**src/rtl/pc_fetch_queue.sv**
```systemverilog
// rtl/pc_fetch_queue.sv - fetch stage: PC, redirect target generation and prefetch queue
module pc_fetch_queue #(
   parameter int                ADDR_W    = 32,
   parameter int                INSTR_W   = 32,
   parameter int                DEPTH     = 4,
   parameter logic [ADDR_W-1:0] RESET_VEC = '0
) (
   input  logic                       clk,
   input  logic                       rst_n,
   output logic [ADDR_W-1:0]          imem_addr,
   input  logic [INSTR_W-1:0]         imem_rdata,
   input  logic                       redirect_valid,
   input  logic [1:0]                 redirect_sel,
   input  logic [ADDR_W-1:0]          redirect_pc4,
   input  logic [15:0]                redirect_imm,
   input  logic [25:0]                redirect_jidx,
   input  logic [ADDR_W-1:0]          redirect_reg,
   output logic                       out_valid,
   input  logic                       out_ready,
   output logic [INSTR_W-1:0]         out_instr,
   output logic [ADDR_W-1:0]          out_pc,
   output logic [ADDR_W-1:0]          out_pc4,
   output logic [$clog2(DEPTH):0]     occupancy,
   output logic                       misalign
);

   localparam int PTR_W = $clog2(DEPTH);
   localparam int OCC_W = PTR_W + 1;
   localparam logic [OCC_W-1:0] DEPTH_C = OCC_W'(DEPTH);

   logic [ADDR_W-1:0]  fetch_pc_q, fetch_pc_d;
   logic [PTR_W-1:0]   rd_ptr_q, rd_ptr_d;
   logic [PTR_W-1:0]   wr_ptr_q, wr_ptr_d;
   logic [OCC_W-1:0]   occ_q, occ_d;
   logic               misalign_q, misalign_d;

   logic [INSTR_W-1:0] instr_q [DEPTH];
   logic [ADDR_W-1:0]  pc_q    [DEPTH];

   logic               pop;
   logic               push;
   logic [31:0]        br_off32;
   logic [ADDR_W-1:0]  br_tgt;
   logic [ADDR_W-1:0]  jmp_tgt;
   logic [ADDR_W-1:0]  tgt;
   logic [ADDR_W-1:0]  head_pc;

   // Branch offset is a signed word count; widen to 32 bits before scaling.
   assign br_off32 = {{14{redirect_imm[15]}}, redirect_imm, 2'b00};
   assign br_tgt   = redirect_pc4 + br_off32[ADDR_W-1:0];

   // Jump keeps the upper PC region only when the PC is wider than the 28-bit jump span.
   generate
      if (ADDR_W > 28) begin : g_jmp_wide
         assign jmp_tgt = {redirect_pc4[ADDR_W-1:28], redirect_jidx, 2'b00};
      end else begin : g_jmp_narrow
         logic [27:0] jfull;
         assign jfull   = {redirect_jidx, 2'b00};
         assign jmp_tgt = jfull[ADDR_W-1:0];
      end
   endgenerate

   // Redirect target select; the reserved encoding behaves as register.
   always_comb begin
      tgt = redirect_reg;
      case (redirect_sel)
         2'b00:   tgt = br_tgt;
         2'b01:   tgt = jmp_tgt;
         default: tgt = redirect_reg;
      endcase
   end

   assign pop  = (occ_q != '0) & out_ready;
   assign push = !redirect_valid & ((occ_q != DEPTH_C) | pop);

   // Next-state: a redirect flushes everything and wins over push and pop.
   always_comb begin
      fetch_pc_d = fetch_pc_q;
      rd_ptr_d   = rd_ptr_q;
      wr_ptr_d   = wr_ptr_q;
      occ_d      = occ_q;
      misalign_d = 1'b0;
      if (redirect_valid) begin
         fetch_pc_d = {tgt[ADDR_W-1:2], 2'b00};
         rd_ptr_d   = '0;
         wr_ptr_d   = '0;
         occ_d      = '0;
         misalign_d = (tgt[1:0] != 2'b00);
      end else begin
         if (push) begin
            wr_ptr_d   = wr_ptr_q + PTR_W'(1);
            fetch_pc_d = fetch_pc_q + ADDR_W'(4);
         end
         if (pop) begin
            rd_ptr_d = rd_ptr_q + PTR_W'(1);
         end
         case ({push, pop})
            2'b10:   occ_d = occ_q + OCC_W'(1);
            2'b01:   occ_d = occ_q - OCC_W'(1);
            default: occ_d = occ_q;
         endcase
      end
   end

   // Control state with asynchronous reset.
   always_ff @(posedge clk or negedge rst_n) begin
      if (!rst_n) begin
         fetch_pc_q <= RESET_VEC;
         rd_ptr_q   <= '0;
         wr_ptr_q   <= '0;
         occ_q      <= '0;
         misalign_q <= 1'b0;
      end else begin
         fetch_pc_q <= fetch_pc_d;
         rd_ptr_q   <= rd_ptr_d;
         wr_ptr_q   <= wr_ptr_d;
         occ_q      <= occ_d;
         misalign_q <= misalign_d;
      end
   end

   // Queue storage needs no reset: entries are only read while counted valid.
   always_ff @(posedge clk) begin
      if (push) begin
         instr_q[wr_ptr_q] <= imem_rdata;
         pc_q[wr_ptr_q]    <= fetch_pc_q;
      end
   end

   assign imem_addr = fetch_pc_q;
   assign occupancy = occ_q;
   assign misalign  = misalign_q;
   assign out_valid = (occ_q != '0);
   assign head_pc   = pc_q[rd_ptr_q];

   // Head fields read zero whenever the queue is empty, including during reset.
   assign out_instr = out_valid ? instr_q[rd_ptr_q] : '0;
   assign out_pc    = out_valid ? head_pc : '0;
   assign out_pc4   = out_valid ? (head_pc + ADDR_W'(4)) : '0;

endmodule

```
**config.mk**
```make
export PLATFORM = sky130hd
export DESIGN_NAME = pc_fetch_queue
export DESIGN_NICKNAME = d
export VERILOG_FILES = /design/src/rtl/pc_fetch_queue.sv
export SDC_FILE = /design/constraint.sdc
export NUM_CORES = 1
export LEC_CHECK = 0
export CAP_MARGIN = 40
export CELL_PAD_IN_SITES_DETAIL_PLACEMENT = 1
export CELL_PAD_IN_SITES_GLOBAL_PLACEMENT = 1
export CORE_ASPECT_RATIO = 1.25
export CORE_UTILIZATION = 40
export DETAILED_ROUTE_END_ITERATION = 8
export GPL_ROUTABILITY_DRIVEN = 0
export PLACE_DENSITY = 0.85
export SKIP_LAST_GASP = 1
export SYNTH_ARGS = -nofsm -noshare
export SYNTH_HDL_FRONTEND = slang
export SYNTH_SLANG_ARGS = --single-unit
```
**constraint.sdc**
```tcl
create_clock -name clk -period 5 [get_ports clk]
set_clock_uncertainty 0.05 [all_clocks]
set_input_delay 1 -clock clk [delete_from_list [all_inputs] [get_ports clk]]
set_output_delay 1 -clock clk [all_outputs]
set_load 0.02 [all_outputs]
```
==> impl_metrics.env, run 1 <==
export IMPL_outcome="completed"
export IMPL_slew_viol_final=0
export IMPL_drtIter0Drc=638
export IMPL_synth_edf_count=248
export IMPL_gr_usage_met2=0.423
export IMPL_ir_worst_vdd_mv=0.242
export IMPL_arrival_ns=3.87
export IMPL_path_cells="buf_8 > mux4_2 > and4_1 > nand2_1 > nor2_2 > nand4_1 > nor2_4 > nand3_1 > xor2_1 > nor2_1 > clkdlybuf4s50_1"
export IMPL_power_leakage_uw=0.00647
export IMPL_clkSinkCount=286
export IMPL_fillCellCount=3442
export IMPL_routed_via_density=5.50
export IMPL_reg2reg_slack_ns=2.04
export IMPL_stdcell_count=1814
export IMPL_final_layout_size_suffix_gt1_frac=0.117
export IMPL_start_util=0.409
export IMPL_crit_end="out_pc4[31]"
export IMPL_maxCapViolations=0
export IMPL_post_synth_num_cell_types=68
export IMPL_grt_pass1_wl_um=63200
export IMPL_portBuffers=270
export IMPL_cts_tree="yes"
export IMPL_hpwlAfterDp_um=29700
export IMPL_tightest_slew_ns=0.695
export IMPL_core_um2=34700
export IMPL_area_delta_synth_final_pct=30.9
export IMPL_path_class="flip-flop to output pin"
export IMPL_clk_latency_ns=0.55
export IMPL_die_w_um=170
export IMPL_drc=0
export IMPL_whs_ns=0.207
export IMPL_nNetsFinal=1505
export IMPL_critPathCaptureType="output pin"
export IMPL_fin_crit_ns=4.92
export IMPL_worstSetupStartpoint="rd_ptr_q[0]$_DFFE_PN0P_"
export IMPL_yosys_warnings=0
export IMPL_grt_util_met3=0.0400
export IMPL_grt_overflow=0
export IMPL_yosysSeqAreaShare=0.592
export IMPL_critPathMaxFanout=11
export IMPL_ios=277
export IMPL_synth_async_reset_ratio=0.133
export IMPL_grtUsageTotal=0.232
export IMPL_rows=76
export IMPL_worst_path_buf_inv=2
export IMPL_vias=9980
export IMPL_r2r_start="imem_addr[12]$_DFFE_PN0N_"
export IMPL_fmax_mhz=203
export IMPL_crit_cells=11
export IMPL_worstSetupStartpointType="flip-flop"
export IMPL_crit_family="simple AND/OR/NAND/NOR gates"
export IMPL_finalSetupTns_ns=0
export IMPL_dp_cells=1758
export IMPL_antenna_found_initial=1
export IMPL_htree_levels=1
export IMPL_synth_seq_cells=286
export IMPL_worstRegToRegCells=9
export IMPL_totalWireLength_um=41700
export IMPL_r2r_end="imem_addr[23]$_DFFE_PN0N_"
export IMPL_fp_dieArea_um2=36200
export IMPL_design_area_um2=18600
export IMPL_crit_required_ns=3.95
export IMPL_slowest_delay_ns=0.62
export IMPL_first_global_vias=10800
export IMPL_ant_nets=0
export IMPL_yosys_most_used_dff="edfxtp_1"
export IMPL_syn_inst=1049
export IMPL_rsz0062_at_grt="yes"
export IMPL_synth_area_per_cell_um2=13.5
export IMPL_dpl_cell_area_um2=17500
export IMPL_cts_root_buffer="clkbuf_16"
export IMPL_fin_crit_sh=0.984
export IMPL_antenna_cells=0
export IMPL_clk_pin_slew_worst_paths_ns=0.07
export IMPL_grt_max_degree=52
export IMPL_cts_hold_buffers=0
export IMPL_slew_headroom=0.536
export IMPL_powerDensity_nw_per_um2=479
export IMPL_cts_buffers=28
export IMPL_crit_slowest_cell="clkdlybuf4s50_1"
export IMPL_wl_per_cell_um=23.0
export IMPL_busiest_layer="met2"
export IMPL_cts_buffer_depth=3
export IMPL_die_y_um=213
export IMPL_drt_first_pass_iters=5
export IMPL_setup_violations=0
export IMPL_met1_usage=0.284
export IMPL_hold_path_class="input port to async pin"
export IMPL_final_hold_viol_count=0
export IMPL_netlist_area_um2=14200
-- placed cells by master (no fill, tap or decap), types with 14 or more instances in the layout --
cell / netlist / layout
clkdlybuf4s50_1: 0 / 261
edfxtp_1: 248 / 248
nor2_1: 84 / 83
and2_1: 73 / 69
mux4_2: 57 / 59
nand2_1: 59 / 59
a21oi_1: 46 / 46
xor2_1: 42 / 42
o21ai_0: 41 / 41
nand3_1: 36 / 36
dfrtp_1: 38 / 36
ha_1: 35 / 35
xnor2_1: 33 / 33
clkbuf_16: 0 / 29
buf_4: 9 / 18
inv_1: 16 / 15
nor3_1: 15 / 14
o211ai_1: 14 / 14
-- state kept, by name, summed over array words and instances (netlist names) --
signal	flops
wr_ptr_q	2
instr_q	128
pc_q	120
rd_ptr_q	2
misalign	1
occupancy	3
imem_addr	30
-- stage by stage --
step,power (uW),util,setup WS (ns)
6_report,8900,0.535,0.0803
5_1_grt,9270,0.535,-0.108
4_1_cts,8980,0.535,0.0131
3_5_place_dp,6640,0.504,0.347
3_3_place_gp,6480,0.500,0.497
2_1_floorplan,5040,-,1.33
-- final cells by class --
| type | instances | area (um2) | share of cell area |
|---|---|---|---|
| sequential | 286 | 8410 | 0.452 |
| multi-input combinational | 694 | 5480 | 0.295 |
| timing repair buffer | 297 | 3040 | 0.163 |
| clock buffer | 29 | 726 | 0.0391 |
| tap | 468 | 586 | 0.0315 |
| clock inverter | 23 | 283 | 0.0152 |
| inverter | 17 | 63.8 | 0.00343 |
-- worst register-to-register path, stage by stage, from the launching register on --
cell,delay [ns]
dfrtp_1,0.63
and4_1,0.32
and3_1,0.24
and3_1,0.18
nand4_1,0.23
or3_1,0.56
nor2_1,0.20
xor2_1,0.20
o22ai_1,0.10
a31oi_1,0.17
-- power breakdown --
part	switching, uW	internal (uW)	leakage (uW)	total (uW)
combinational	1920	1620	0.00327	3530
sequential	195	2880	0.00272	3070
clock	925	1370	0.000479	2290
-- how the worst min path moves through the flow --
stage	slack [ns]	from	endpoint	depth (start not counted)
6_report	0.21	rst_n	imem_addr[3]$_DFFE_PN0N_	1
5_1_grt	0.19	rst_n	imem_addr[3]$_DFFE_PN0N_	1
4_1_cts	0.18	rst_n	imem_addr[3]$_DFFE_PN0N_	1
3_5_place_dp	0.52	wr_ptr_q[1]$_DFFE_PN0N_	wr_ptr_q[1]$_DFFE_PN0N_	2
3_3_place_gp	0.50	wr_ptr_q[1]$_DFFE_PN0N_	wr_ptr_q[1]$_DFFE_PN0N_	2
2_1_floorplan	0.49	wr_ptr_q[1]$_DFFE_PN0N_	wr_ptr_q[1]$_DFFE_PN0N_	2
-- metal layers --
metal | share of wire | vias up | routed length (um)
met2 | 0.52 | 365 | 21600
li1 | - | 4539 | -
met3 | 0.060 | 52 | 2490
met4 | 0.018 | 2 | 760
met5 | 0.00026 | - | 11
met1 | 0.40 | 5022 | 16800
-- kinds of logic (layout without fill, tap and decap cells) --
family,Yosys count,count (layout),share of synthesized area
AO/OA/AOI/OAI,180,180,0.0805
flip-flops,286,286,0.592
multiplexers,66,66,0.103
AND/OR/NAND/NOR,330,330,0.120
adder cells (fa/ha/maj),37,37,0.0337
buffers and inverters,74,366,0.0248
XOR/XNOR,75,75,0.0463
other,1,6,0.000264
-- synthesized netlist by cell type, types with 11 or more instances --
library cell | instances | share of area
clkbuf_1 | 32 | 0.0085
mux4_2 | 57 | 0.090
nor2_1 | 84 | 0.022
o211ai_1 | 14 | 0.0074
nor3_1 | 15 | 0.0053
ha_1 | 35 | 0.031
xor2_1 | 42 | 0.026
edfxtp_1 | 248 | 0.52
o22ai_1 | 13 | 0.0057
nand3_1 | 36 | 0.013
nand2_1 | 59 | 0.016
a211oi_1 | 13 | 0.0069
nand4_1 | 13 | 0.0057
o21ai_0 | 41 | 0.014
inv_1 | 16 | 0.0042
xnor2_1 | 33 | 0.020
a21oi_1 | 46 | 0.016
and2_1 | 73 | 0.032
dfrtp_1 | 38 | 0.067
a21o_1 | 11 | 0.0058
-- timing repair --
action,in CTS,in global routing
endpoints found under the setup margin,8,9
buffers inserted,4,0
pin swaps,1,1
gates resized for setup,5,9
cloned,0,0
(Power assumes the default switching activity.)
==> run 2: changes to the inputs <==
Settings changed: MAX_ROUTING_LAYER set to met4.
==> run 2 against run 1 <==
Effect of this change: largest power group unchanged; final area hardly changed; maximum frequency is 0.19% higher; critical endpoint unchanged; non-clock buffer count stayed put; clock power hardly changed; via count is 0.27% higher.
==> impl_metrics.env, run 2 (synthesis results as in run 1) <==
export IMPL_fp_dieArea_um2=36200
export IMPL_nNetsFinal=1505
export IMPL_worstSetupStartpointType="flip-flop"
export IMPL_crit_slowest_cell="clkdlybuf4s50_1"
export IMPL_rsz0062_at_grt="yes"
export IMPL_drt_first_pass_iters=5
export IMPL_start_util=0.409
export IMPL_r2r_end="imem_addr[23]$_DFFE_PN0N_"
export IMPL_path_class="flip-flop to output pin"
export IMPL_clk_latency_ns=0.55
export IMPL_worst_path_buf_inv=2
export IMPL_hold_path_class="input port to async pin"
export IMPL_fmax_mhz=204
export IMPL_power_uw=8900
export IMPL_ant_nets=0
export IMPL_cts_hold_buffers=0
export IMPL_critPathMaxFanout=11
export IMPL_largest_register="instr_q"
export IMPL_drc=0
export IMPL_die_w_um=170
export IMPL_antenna_found_initial=1
export IMPL_ios=277
export IMPL_cts_buffers=28
export IMPL_p_sw_frac=0.341
export IMPL_tightest_slew_ns=0.698
export IMPL_fin_crit_sh=0.982
export IMPL_internal_power_uw=5860
export IMPL_setup_slack_ns=0.0894
export IMPL_core_um2=34700
export IMPL_maxCapViolations=0
export IMPL_slew_headroom=0.534
export IMPL_crit_family="simple AND/OR/NAND/NOR gates"
export IMPL_grtUsageTotal=0.239
export IMPL_die_y_um=213
export IMPL_crit_required_ns=3.95
export IMPL_critPathCaptureType="output pin"
export IMPL_whs_ns=0.206
export IMPL_path_cells="buf_8 > mux4_2 > and4_4 > nand3_1 > nor2_2 > nand4_1 > nor2_4 > nand3_1 > xor2_1 > nor2_1 > clkdlybuf4s50_1"
export IMPL_fin_crit_ns=4.91
export IMPL_outcome="completed"
export IMPL_wl_per_cell_um=23.0
export IMPL_worstRegToRegCells=9
export IMPL_powerDensity_nw_per_um2=479
export IMPL_r2r_start="imem_addr[12]$_DFFE_PN0N_"
export IMPL_routed_via_density=5.51
export IMPL_power_leakage_uw=0.00647
export IMPL_slowest_delay_ns=0.63
export IMPL_p_comb_frac=0.397
export IMPL_sequentialPowerShare=0.345
export IMPL_rows=76
export IMPL_setup_violations=0
export IMPL_p_sw_uw=3040
export IMPL_clkSinkCount=286
export IMPL_crit_top_cell="nand3_1"
export IMPL_final_common_cell="clkdlybuf4s50_1"
export IMPL_grt_overflow=0
export IMPL_largest_reg_flops=128
export IMPL_clkPwrFrac=0.258
export IMPL_cts_tree="yes"
export IMPL_cts_buffer_depth=3
export IMPL_grt_pass1_wl_um=63000
export IMPL_totalWireLength_um=41700
export IMPL_hpwlAfterDp_um=29700
export IMPL_multiInputGateArea_um2=5480
export IMPL_final_hold_viol_count=0
export IMPL_drtIter0Drc=678
export IMPL_stdcell_count=1815
export IMPL_slew_viol_final=0
export IMPL_reg2reg_slack_ns=2.03
export IMPL_dp_cells=1758
export IMPL_grt_max_degree=52
export IMPL_htree_levels=1
export IMPL_cts_root_buffer="clkbuf_16"
export IMPL_regArea_um2=8410
export IMPL_ir_worst_vdd_mv=0.241
export IMPL_area_delta_synth_final_pct=31.0
export IMPL_fillCellCount=3441
export IMPL_final_layout_size_suffix_gt1_frac=0.117
export IMPL_clk_pin_slew_worst_paths_ns=0.07
export IMPL_dp_worst_setup_slack_ns=0.347
export IMPL_first_global_vias=10800
export IMPL_vias=10000
export IMPL_portBuffers=270
export IMPL_mostFrequentLayoutCells="clkdlybuf4s50_1, edfxtp_1, nor2_1"
export IMPL_fin_util=0.535
export IMPL_arrival_ns=3.86
[run 2: cell types whose count changed in the layout (fill, tap and decap cells not counted)]
cell	previous run	this run
diode_2	0	1
[run 2: how the worst max path moves through the flow]
stage / cells past startpoint / from / slack, ns / to
after global routing: 11 / rd_ptr_q[0]$_DFFE_PN0P_ / -0.11 / out_pc4[31]
after global placement: 10 / rd_ptr_q[0]$_DFFE_PN0P_ / 0.50 / out_pc4[31]
after floorplan: 5 / out_ready / 1.33 / instr_q[0][0]$_DFFE_PP_
after CTS: 11 / rd_ptr_q[0]$_DFFE_PN0P_ / 0.01 / out_pc4[31]
final: 11 / rd_ptr_q[0]$_DFFE_PN0P_ / 0.09 / out_pc4[31]
after detailed placement: 11 / rd_ptr_q[1]$_DFFE_PN0P_ / 0.35 / out_pc4[31]
[run 2: area by class of cell]
type / count / area share
antenna: 1 / 0.000135
clock buffer: 29 / 0.0390
clock inverter: 23 / 0.0152
inverter: 17 / 0.00343
multi-input combinational: 694 / 0.295
sequential: 286 / 0.452
tap: 468 / 0.0315
timing repair buffer: 297 / 0.163
[run 2: per-layer routing]
| layer | global-route usage | routed length, um |
|---|---|---|
| met1 | 0.282 | 16800 |
| met4 | 0.0575 | 788 |
| met3 | 0.0393 | 2510 |
| met2 | 0.424 | 21600 |
| met5 | - | 0 |
[run 2: repair_timing]
item                                   CTS  global route
setup endpoints to repair                8             9
pin swaps                                1             1
resized for setup                        5             9
endpoints found under the hold margin    0             0
setup buffers                            4             0
[run 2: worst reg2reg max path: stages, from the launching register on]
cell	delay, ns
dfrtp_1	0.63
and4_1	0.32
and3_1	0.24
and3_1	0.18
nand4_1	0.23
or3_1	0.56
nor2_1	0.20
xor2_1	0.20
o22ai_1	0.10
a31oi_1	0.17
[run 2: power by group through the flow]
stage	clock network [uW]	logic (uW)	registers [uW]
5_1_grt	2410	3760	3100
6_report	2290	3530	3070
2_1_floorplan	0	1960	3080
4_1_cts	2340	3570	3070
3_5_place_dp	0	3490	3140
3_3_place_gp	0	3370	3110
[run 2: stage by stage]
stage | cell area [um2] | setup TNS, ns
2_1_floorplan | 14200 | 0
3_3_place_gp | 17400 | 0
3_5_place_dp | 17500 | 0
4_1_cts | 18600 | 0
5_1_grt | 18600 | -0.190
6_report | 18600 | 0
==> run 3: changes to the inputs <==
Settings changed: CORE_ASPECT_RATIO 1.25 to unset.
==> run 3 against run 2 <==
Effect of this change: die area barely moved; cell count fell by 0.88%; sequential power barely moved; maximum frequency rose by 2.8%; flip-flop and latch count did not move; final area fell by 0.84%; critical path depth fell by 1; via count fell by 0.38%; first-iteration DRC count fell by 21%; largest cell class unchanged; largest power group unchanged; highest routed layer unchanged.
==> impl_metrics.env, run 3 (synthesis results as in run 1) <==
export IMPL_outcome="completed"
export IMPL_start_util=0.409
export IMPL_crit_required_ns=3.95
export IMPL_nNetsFinal=1504
export IMPL_hold_path_class="input port to async pin"
export IMPL_drtIter0Drc=536
export IMPL_grt_pass1_wl_um=61900
export IMPL_area_delta_synth_final_pct=29.9
export IMPL_vias=9969
export IMPL_grt_overflow=0
export IMPL_drc=0
export IMPL_arrival_ns=3.73
export IMPL_slew_viol_final=0
export IMPL_portBuffers=270
export IMPL_mostFrequentLayoutCells="clkdlybuf4s50_1, edfxtp_1, nor2_1"
export IMPL_wl_per_cell_um=22.8
export IMPL_r2r_start="imem_addr[12]$_DFFE_PN0N_"
export IMPL_cts_buffers=29
export IMPL_ios=277
export IMPL_die_y_um=190
export IMPL_cts_tree="yes"
export IMPL_fin_crit_sh=0.955
export IMPL_worstSetupStartpoint="rd_ptr_q[0]$_DFFE_PN0P_"
export IMPL_ir_worst_vdd_mv=0.258
export IMPL_rows=68
export IMPL_grtUsageTotal=0.232
export IMPL_cts_root_buffer="clkbuf_16"
export IMPL_worstSetupStartpointType="flip-flop"
export IMPL_power_leakage_uw=0.00635
export IMPL_ant_nets=0
export IMPL_fin_util=0.531
export IMPL_cts_buffer_depth=3
export IMPL_htree_levels=1
export IMPL_core_um2=34700
export IMPL_hpwlAfterDp_um=30500
export IMPL_clk_latency_ns=0.53
export IMPL_powerDensity_nw_per_um2=469
export IMPL_drt_first_pass_iters=7
export IMPL_antenna_found_initial=0
export IMPL_tightest_slew_ns=0.632
export IMPL_fp_dieArea_um2=36200
export IMPL_largest_reg_flops=128
export IMPL_fin_crit_ns=4.78
export IMPL_totalWireLength_um=40900
export IMPL_critPathMaxFanout=17
export IMPL_die_w_um=190
export IMPL_final_common_cell="clkdlybuf4s50_1"
export IMPL_finalSetupTns_ns=0
export IMPL_first_global_vias=10600
export IMPL_critPathCaptureType="output pin"
export IMPL_slew_headroom=0.575
export IMPL_final_hold_viol_count=0
export IMPL_final_layout_size_suffix_gt1_frac=0.109
export IMPL_rsz0062_at_grt="no"
export IMPL_largest_register="instr_q"
export IMPL_maxCapViolations=0
export IMPL_routed_via_density=5.54
export IMPL_fmax_mhz=209
export IMPL_antenna_cells=0
export IMPL_clk_pin_slew_worst_paths_ns=0.06
export IMPL_clkSinkCount=286
export IMPL_grt_max_degree=53
export IMPL_path_class="flip-flop to output pin"
export IMPL_setup_violations=0
-- run 3: cell type report --
| class | instances | area [um2] |
|---|---|---|
| Clock buffer | 31 | 733 |
| Fill cell | 3499 | 16300 |
| Sequential cell | 286 | 8400 |
| Inverter | 17 | 63.8 |
| Multi-Input combinational cell | 694 | 5480 |
| Tap cell | 455 | 569 |
| Timing Repair Buffer | 295 | 3000 |
| Clock inverter | 21 | 175 |
-- run 3: stage by stage --
| stage | hold WS [ns] | power, uW | cell area, um2 | setup slack (ns) | std cells |
|---|---|---|---|---|---|
| final | 0.218 | 8640 | 18400 | 0.224 | 1799 |
| after global routing | 0.207 | 9030 | 18400 | 0.0198 | 1799 |
| after CTS | 0.191 | 8720 | 18400 | 0.000472 | 1797 |
| after detailed placement | 0.517 | 6630 | 17500 | 0.302 | 1743 |
| after global placement | 0.503 | 6500 | 17300 | 0.402 | 1736 |
| after floorplan | 0.488 | 5040 | 14200 | 1.33 | 1054 |
-- run 3: metal layers --
metal,global-route usage,share of wire,vias to the layer above
li1,-,-,4531
met1,0.292,0.42,4986
met2,0.389,0.49,391
met3,0.0392,0.072,61
met4,0.0563,0.023,0
met5,-,0,-
-- run 3: where the power goes --
part | internal, uW | switching, uW
Sequential | 2880 | 206
Combinational | 1610 | 1880
Clock | 1210 | 867
-- run 3: worst max-delay path, stage by stage (launching register included) --
cell and delay (ns):
dfrtp_4 0.60, mux4_2 0.44, and3_2 0.29, nand2_4 0.09, nor3_4 0.28, and4_4 0.29
and4_4 0.27, nand2_1 0.08, xor2_1 0.14, nor2_1 0.09, clkdlybuf4s50_1 0.60
-- run 3: repair_timing --
action / CTS / global route
buffers inserted: 2 / 2
setup endpoints to repair: 5 / 4
resized for setup: 6 / 4
pin swaps: 1 / 0
hold buffers: 0 / 0
-- run 3: path summary, 6_finish.rpt --
kind                            cells past startpoint                   endpoint  slack (ns)
worst min-delay path                                1         misalign$_DFF_PN0_        0.22
worst max-delay path                               10                out_pc4[30]        0.22
min in group clk                                    2    wr_ptr_q[1]$_DFFE_PN0N_        0.52
max in group asynchronous                           2    rd_ptr_q[0]$_DFFE_PN0P_        4.26
worst min register to register                      2    wr_ptr_q[1]$_DFFE_PN0N_        0.52
worst max register to register                      9  imem_addr[27]$_DFFE_PN0N_        2.03
